File: config.mk
export PLATFORM = sky130hd
export DESIGN_NAME = grid_cursor_ctrl
export DESIGN_NICKNAME = d
export VERILOG_FILES = /design/src/rtl/grid_pkg.sv /design/src/rtl/btn_debounce.sv /design/src/rtl/grid_cursor_ctrl.sv
export SDC_FILE = /design/constraint.sdc
export NUM_CORES = 1
export LEC_CHECK = 0
export CORE_ASPECT_RATIO = 0.8
export CORE_MARGIN = 5
export CORE_UTILIZATION = 40
export DETAILED_ROUTE_END_ITERATION = 8
export PLACE_DENSITY = 0.6
export SLEW_MARGIN = 0
export SYNTH_ARGS = -nofsm -noshare
export SYNTH_HDL_FRONTEND = slang
export SYNTH_SLANG_ARGS = --single-unit
File: constraint.sdc
create_clock -name clk_i -period 4.7 [get_ports clk_i]
set_clock_uncertainty 0.2 [all_clocks]
set_input_delay 0.94 -clock clk_i [delete_from_list [all_inputs] [get_ports clk_i]]
set_output_delay 0.94 -clock clk_i [all_outputs]
set_load 0.01 [all_outputs]
File: src/rtl/grid_pkg.sv
// Shared colour constants and cursor move encoding for the grid cursor controller.
package grid_pkg;

    localparam logic [11:0] BG_RGB      = 12'h112;
    localparam logic [11:0] LINE_RGB    = 12'hFFF;
    localparam logic [11:0] SEL_RGB     = 12'h0F0;
    localparam logic [11:0] MARK_RGB    = 12'hF00;
    localparam logic [11:0] SELMARK_RGB = 12'hFF0;

    typedef enum logic [2:0] {
        NONE,
        UP,
        DOWN,
        LEFT,
        RIGHT
    } move_e;

endpackage

File: src/rtl/btn_debounce.sv
// Two-flop synchroniser, counter-based debouncer and single-cycle press pulse.
module btn_debounce #(
    parameter int unsigned DEB_CYCLES = 500000
) (
    input  logic clk_i,
    input  logic rst_n_i,
    input  logic btn_i,
    output logic press_o
);

    localparam int unsigned CNT_W = $clog2(DEB_CYCLES + 1);

    logic             sync1_q, sync2_q;
    logic             stable_q, stable_d;
    logic             press_q, press_d;
    logic [CNT_W-1:0] cnt_q, cnt_d;

    // Count while the synchronised level disagrees; flip the stable level on the last count.
    always_comb begin
        stable_d = stable_q;
        cnt_d    = '0;
        press_d  = 1'b0;
        if (sync2_q != stable_q) begin
            if (cnt_q == CNT_W'(DEB_CYCLES - 1)) begin
                stable_d = sync2_q;
                press_d  = sync2_q;
            end else begin
                cnt_d = cnt_q + CNT_W'(1);
            end
        end
    end

    always_ff @(posedge clk_i) begin
        if (!rst_n_i) begin
            sync1_q  <= 1'b0;
            sync2_q  <= 1'b0;
            stable_q <= 1'b0;
            press_q  <= 1'b0;
            cnt_q    <= '0;
        end else begin
            sync1_q  <= btn_i;
            sync2_q  <= sync1_q;
            stable_q <= stable_d;
            press_q  <= press_d;
            cnt_q    <= cnt_d;
        end
    end

    assign press_o = press_q;

endmodule

File: src/rtl/grid_cursor_ctrl.sv
// Grid cursor and cell-marking controller: debounced buttons move a cursor and toggle
// per-cell marks; each pixel gets a registered colour from the grid/cursor/mark state.
module grid_cursor_ctrl
    import grid_pkg::*;
#(
    parameter int unsigned H_ACTIVE   = 640,
    parameter int unsigned V_ACTIVE   = 480,
    parameter int unsigned COLS       = 3,
    parameter int unsigned ROWS       = 3,
    parameter int unsigned WRAP       = 0,
    parameter int unsigned DEB_CYCLES = 500000,
    localparam int unsigned CW = ($clog2(COLS) > 1) ? $clog2(COLS) : 1,
    localparam int unsigned RW = ($clog2(ROWS) > 1) ? $clog2(ROWS) : 1
) (
    input  logic                 clk_i,
    input  logic                 rst_n_i,
    input  logic [15:0]          xpos_i,
    input  logic [15:0]          ypos_i,
    input  logic                 btn_up_i,
    input  logic                 btn_down_i,
    input  logic                 btn_left_i,
    input  logic                 btn_right_i,
    input  logic                 btn_select_i,
    output logic [3:0]           red_o,
    output logic [3:0]           green_o,
    output logic [3:0]           blue_o,
    output logic [CW-1:0]        cur_col_o,
    output logic [RW-1:0]        cur_row_o,
    output logic [COLS*ROWS-1:0] marks_o
);

    localparam int unsigned CELL_W = H_ACTIVE / COLS;
    localparam int unsigned CELL_H = V_ACTIVE / ROWS;

    logic up_p, down_p, left_p, right_p, sel_p;
    move_e move;

    logic [CW-1:0]        col_q, col_d;
    logic [RW-1:0]        row_q, row_d;
    logic [COLS*ROWS-1:0] marks_q, marks_d;
    logic [11:0]          rgb_q, rgb_d;

    btn_debounce #(.DEB_CYCLES(DEB_CYCLES)) u_deb_up    (.clk_i(clk_i), .rst_n_i(rst_n_i), .btn_i(btn_up_i),     .press_o(up_p));
    btn_debounce #(.DEB_CYCLES(DEB_CYCLES)) u_deb_down  (.clk_i(clk_i), .rst_n_i(rst_n_i), .btn_i(btn_down_i),   .press_o(down_p));
    btn_debounce #(.DEB_CYCLES(DEB_CYCLES)) u_deb_left  (.clk_i(clk_i), .rst_n_i(rst_n_i), .btn_i(btn_left_i),   .press_o(left_p));
    btn_debounce #(.DEB_CYCLES(DEB_CYCLES)) u_deb_right (.clk_i(clk_i), .rst_n_i(rst_n_i), .btn_i(btn_right_i),  .press_o(right_p));
    btn_debounce #(.DEB_CYCLES(DEB_CYCLES)) u_deb_sel   (.clk_i(clk_i), .rst_n_i(rst_n_i), .btn_i(btn_select_i), .press_o(sel_p));

    always_comb begin
        move = NONE;
        if (up_p)         move = UP;
        else if (down_p)  move = DOWN;
        else if (left_p)  move = LEFT;
        else if (right_p) move = RIGHT;
    end

    // Select toggles the cell under the pre-move cursor; the move is applied alongside.
    always_comb begin
        col_d   = col_q;
        row_d   = row_q;
        marks_d = marks_q;
        for (int r = 0; r < int'(ROWS); r++) begin
            for (int c = 0; c < int'(COLS); c++) begin
                if (sel_p && row_q == RW'(r) && col_q == CW'(c)) begin
                    marks_d[r*COLS+c] = ~marks_q[r*COLS+c];
                end
            end
        end
        case (move)
            UP: begin
                if (row_q != '0)       row_d = row_q - RW'(1);
                else if (WRAP != 0)    row_d = RW'(ROWS - 1);
            end
            DOWN: begin
                if (row_q != RW'(ROWS - 1)) row_d = row_q + RW'(1);
                else if (WRAP != 0)         row_d = '0;
            end
            LEFT: begin
                if (col_q != '0)       col_d = col_q - CW'(1);
                else if (WRAP != 0)    col_d = CW'(COLS - 1);
            end
            RIGHT: begin
                if (col_q != CW'(COLS - 1)) col_d = col_q + CW'(1);
                else if (WRAP != 0)         col_d = '0;
            end
            default: ;
        endcase
    end

    logic [COLS-1:0] in_col, in_col_s;
    logic [ROWS-1:0] in_row, in_row_s;
    logic            off_area, on_line, cur_hit, cur_marked, mark_hit;

    // Cell membership is decided by comparing against constant boundary products.
    always_comb begin
        in_col     = '0;
        in_col_s   = '0;
        in_row     = '0;
        in_row_s   = '0;
        on_line    = 1'b0;
        cur_hit    = 1'b0;
        cur_marked = 1'b0;
        mark_hit   = 1'b0;
        off_area   = (xpos_i >= 16'(H_ACTIVE)) || (ypos_i >= 16'(V_ACTIVE));
        for (int c = 0; c < int'(COLS); c++) begin
            in_col[c]   = (xpos_i >= 16'(c * CELL_W)) && (xpos_i < 16'((c + 1) * CELL_W));
            in_col_s[c] = (xpos_i >  16'(c * CELL_W)) && (xpos_i < 16'((c + 1) * CELL_W));
            if (c > 0 && xpos_i == 16'(c * CELL_W)) on_line = 1'b1;
        end
        for (int r = 0; r < int'(ROWS); r++) begin
            in_row[r]   = (ypos_i >= 16'(r * CELL_H)) && (ypos_i < 16'((r + 1) * CELL_H));
            in_row_s[r] = (ypos_i >  16'(r * CELL_H)) && (ypos_i < 16'((r + 1) * CELL_H));
            if (r > 0 && ypos_i == 16'(r * CELL_H)) on_line = 1'b1;
        end
        for (int r = 0; r < int'(ROWS); r++) begin
            for (int c = 0; c < int'(COLS); c++) begin
                if (marks_q[r*COLS+c] && in_row[r] && in_col[c]) mark_hit = 1'b1;
                if (row_q == RW'(r) && col_q == CW'(c)) begin
                    cur_hit    = in_row_s[r] && in_col_s[c];
                    cur_marked = marks_q[r*COLS+c];
                end
            end
        end
        if (off_area)      rgb_d = 12'h000;
        else if (on_line)  rgb_d = LINE_RGB;
        else if (cur_hit)  rgb_d = cur_marked ? SELMARK_RGB : SEL_RGB;
        else if (mark_hit) rgb_d = MARK_RGB;
        else               rgb_d = BG_RGB;
    end

    always_ff @(posedge clk_i) begin
        if (!rst_n_i) begin
            col_q   <= CW'(COLS / 2);
            row_q   <= RW'(ROWS / 2);
            marks_q <= '0;
            rgb_q   <= '0;
        end else begin
            col_q   <= col_d;
            row_q   <= row_d;
            marks_q <= marks_d;
            rgb_q   <= rgb_d;
        end
    end

    assign red_o     = rgb_q[11:8];
    assign green_o   = rgb_q[7:4];
    assign blue_o    = rgb_q[3:0];
    assign cur_col_o = col_q;
    assign cur_row_o = row_q;
    assign marks_o   = marks_q;

endmodule

==> out/qor.yml <==
setup_viol: 0
grt_max_degree: 20
worstSkewPairLatency_ns: 0.41
required_ns: 4.78
start_util_pct: 41.17
post-dp-hpwl_um: 9666
synth_cell_types: 53
synth_seq_cells: 134
p_total_mw: 2.550
area_growth_pct: 22.29
p_leak_nw: 2.567
vdd_drop_max_mv: 0.2781
synth_edf_count: 0
holdCritPathClass: "register to register"
antenna_found_initial: 0
wl_per_cell_um: 13.08
synth_area_per_cell_um2: 8.651
wl_um: 13180
status: "complete, no violations"
max_cap_violations: 0
cts_tree: "yes"
syn-num-nets: 774
synth_common_cells: "nor2_1 (140), dfxtp_1 (134), nand3_1 (56)"
die_h_um: 121.9
cp_max_fo: 5
synth_top_cell_area_share_pct: 42.83
antenna_cells: 0
dr.first_iter.drc_count: 314
coreArea_um2: 15210
max_freq_mhz: 287.4
synth.most_common_cell: "nor2_1"
layout-drive-gt1-share_pct: 5.514
io_buffers: 63
grt_pass1_wl_um: 22580
nets: 835
synth_area_um2: 6264
drc: 0
fin_setup_tns_ns: 0
critPathLaunchType: "primary input"
grt_use_total_pct: 15.02
synth_flop_cell: "dfxtp_1"
hold_viol: 0
arrival_ns: 3.56
ys_seq_area_share_pct: 42.83
cts_root_buf: "clkbuf_16"
tightest_slew_ns: 0.9995
rsz0062_at_grt: "no"
vias: 5006
postCtsHoldBufs: 0
synthArstFlopShare_pct: 0
post-cts-setup-buffer-count: 0
row_count: 40
yosys.area.top_type: "dfxtp_1"
dieArea_um2: 18280
min_period_ns: 3.479
cts_resized: 0
cts_buffer_depth: 2
cts_buffers: 17
synth_area_leaders: "dfxtp_1 (43%), nor2_1 (8.4%), xor2_1 (7.1%)"
gr-total-overflow: 0
drv_slew: 0
endpoint_kind: "register"
post_synth_inst_count: 724
ys_warn_count: 0
antenna_left: 0
max_slew_margin_pct: 32.75
cts_sinks: 134
period_share_pct: 74.03
drt_pass1_iterations: 4
via_per_inst: 4.966
die_x_um: 149.9
cts_max_level: 4
grt_pass1_vias: 4806
io_pins: 64
path_class: "primary input to register"
clkTransAtPathRegs_ns: 0.06
gp_congestion: 0.8775
p_per_area_nw_per_um2: 332.9
## through the flow
| step | hold WS [ns] | worst slack, ns | cells | area [um2] | utilization [%] |
|---|---|---|---|---|---|
| 4_1_cts | 0.2377 | 1.303 | 1008 | 7660 | 50.35 |
| 3_3_place_gp | 0.2224 | 0.9307 | 976 | 7063 | 46.42 |
| 5_1_grt | 0.2543 | 1.022 | 1008 | 7660 | 50.35 |
| 2_1_floorplan | 0.2119 | 1.691 | 724 | 6264 | - |
| 6_report | 0.2360 | 1.221 | 1008 | 7660 | 50.35 |
| 3_5_place_dp | 0.2230 | 0.8735 | 976 | 7063 | 46.42 |
## layout make-up
cell class / count / area (um2)
Sequential cell: 134 / 2683
Fill cell: 1416 / 7555
Inverter: 20 / 75.07
Clock buffer: 18 / 439.2
Timing Repair Buffer: 65 / 645.6
Tap cell: 210 / 262.8
Clock inverter: 14 / 157.7
Multi-Input combinational cell: 547 / 3397
## where the power goes
group / total (mW) / switching (mW) / internal (mW) / leakage [nW]
sequential: 1.14 / 0.00305 / 1.14 / 1.08
clock: 1.33 / 0.522 / 0.807 / 0.286
combinational: 0.0762 / 0.0349 / 0.0413 / 1.20
total: 2.55 / 0.560 / 1.99 / 2.57
## flip-flops by register name, indices dropped and copies added, names as in the netlist, 2 cells and up
register / flops
u_deb_down.cnt_q: 19
u_deb_left.cnt_q: 19
u_deb_right.cnt_q: 19
u_deb_sel.cnt_q: 19
u_deb_up.cnt_q: 19
marks_o: 9
rgb_q: 6
cur_col_o: 2
cur_row_o: 2
## worst max-delay path: stages
cell             delay [ns]
clkdlybuf4s50_1        0.48
or4_1                  0.53
nor4_1                 0.84
o31ai_1                0.19
a211oi_1               0.25
a211oi_2               0.09
nor2_1                 0.15
a21oi_1                0.08
## layout by cell type (no fill, tap or decap), types with 7 or more instances in the layout
| master | instances |
|---|---|
| nor2_1 | 140 |
| dfxtp_1 | 134 |
| clkdlybuf4s50_1 | 63 |
| nand3_1 | 56 |
| xor2_1 | 51 |
| xnor2_1 | 49 |
| nand2_1 | 48 |
| and2_1 | 24 |
| inv_1 | 20 |
| clkbuf_16 | 17 |
| nand4_1 | 15 |
| and3_1 | 14 |
| a21oi_1 | 12 |
| ha_1 | 11 |
| nor3_1 | 10 |
| nor4b_1 | 9 |
| nand3b_1 | 8 |
| nor2b_1 | 8 |
| inv_6 | 8 |
| nor4_1 | 7 |
## cells by family after synthesis
group                    share of synthesized area (%)
adder cells (fa/ha/maj)                          2.197
AO/OA/AOI/OAI                                    6.453
flip-flops                                       42.83
XOR/XNOR                                         13.98
multiplexers                                    0.9589
buffers and inverters                            2.936
AND/OR/NAND/NOR                                  30.64
## metal layers
metal	vias to the layer above	GRT usage, %	share of wire [%]
met5	-	0	0
met3	12	4.537	3.1
met2	65	22.67	45
met4	0	4.343	1.3
met1	2324	20.77	51
li1	2605	-	-
## worst paths after layout
kind	end	from	cells after the start	slack [ns]
max	rgb_q[4]	xpos_i[4]	8	1.22
min	u_deb_down.sync2_q	u_deb_down.sync1_q	1	0.24
max reg2reg	rgb_q[4]	cur_col_o[0]	8	2.23
min reg2reg	u_deb_down.sync2_q	u_deb_down.sync1_q	1	0.24
No activity file was read; power rests on OpenSTA's default activity.
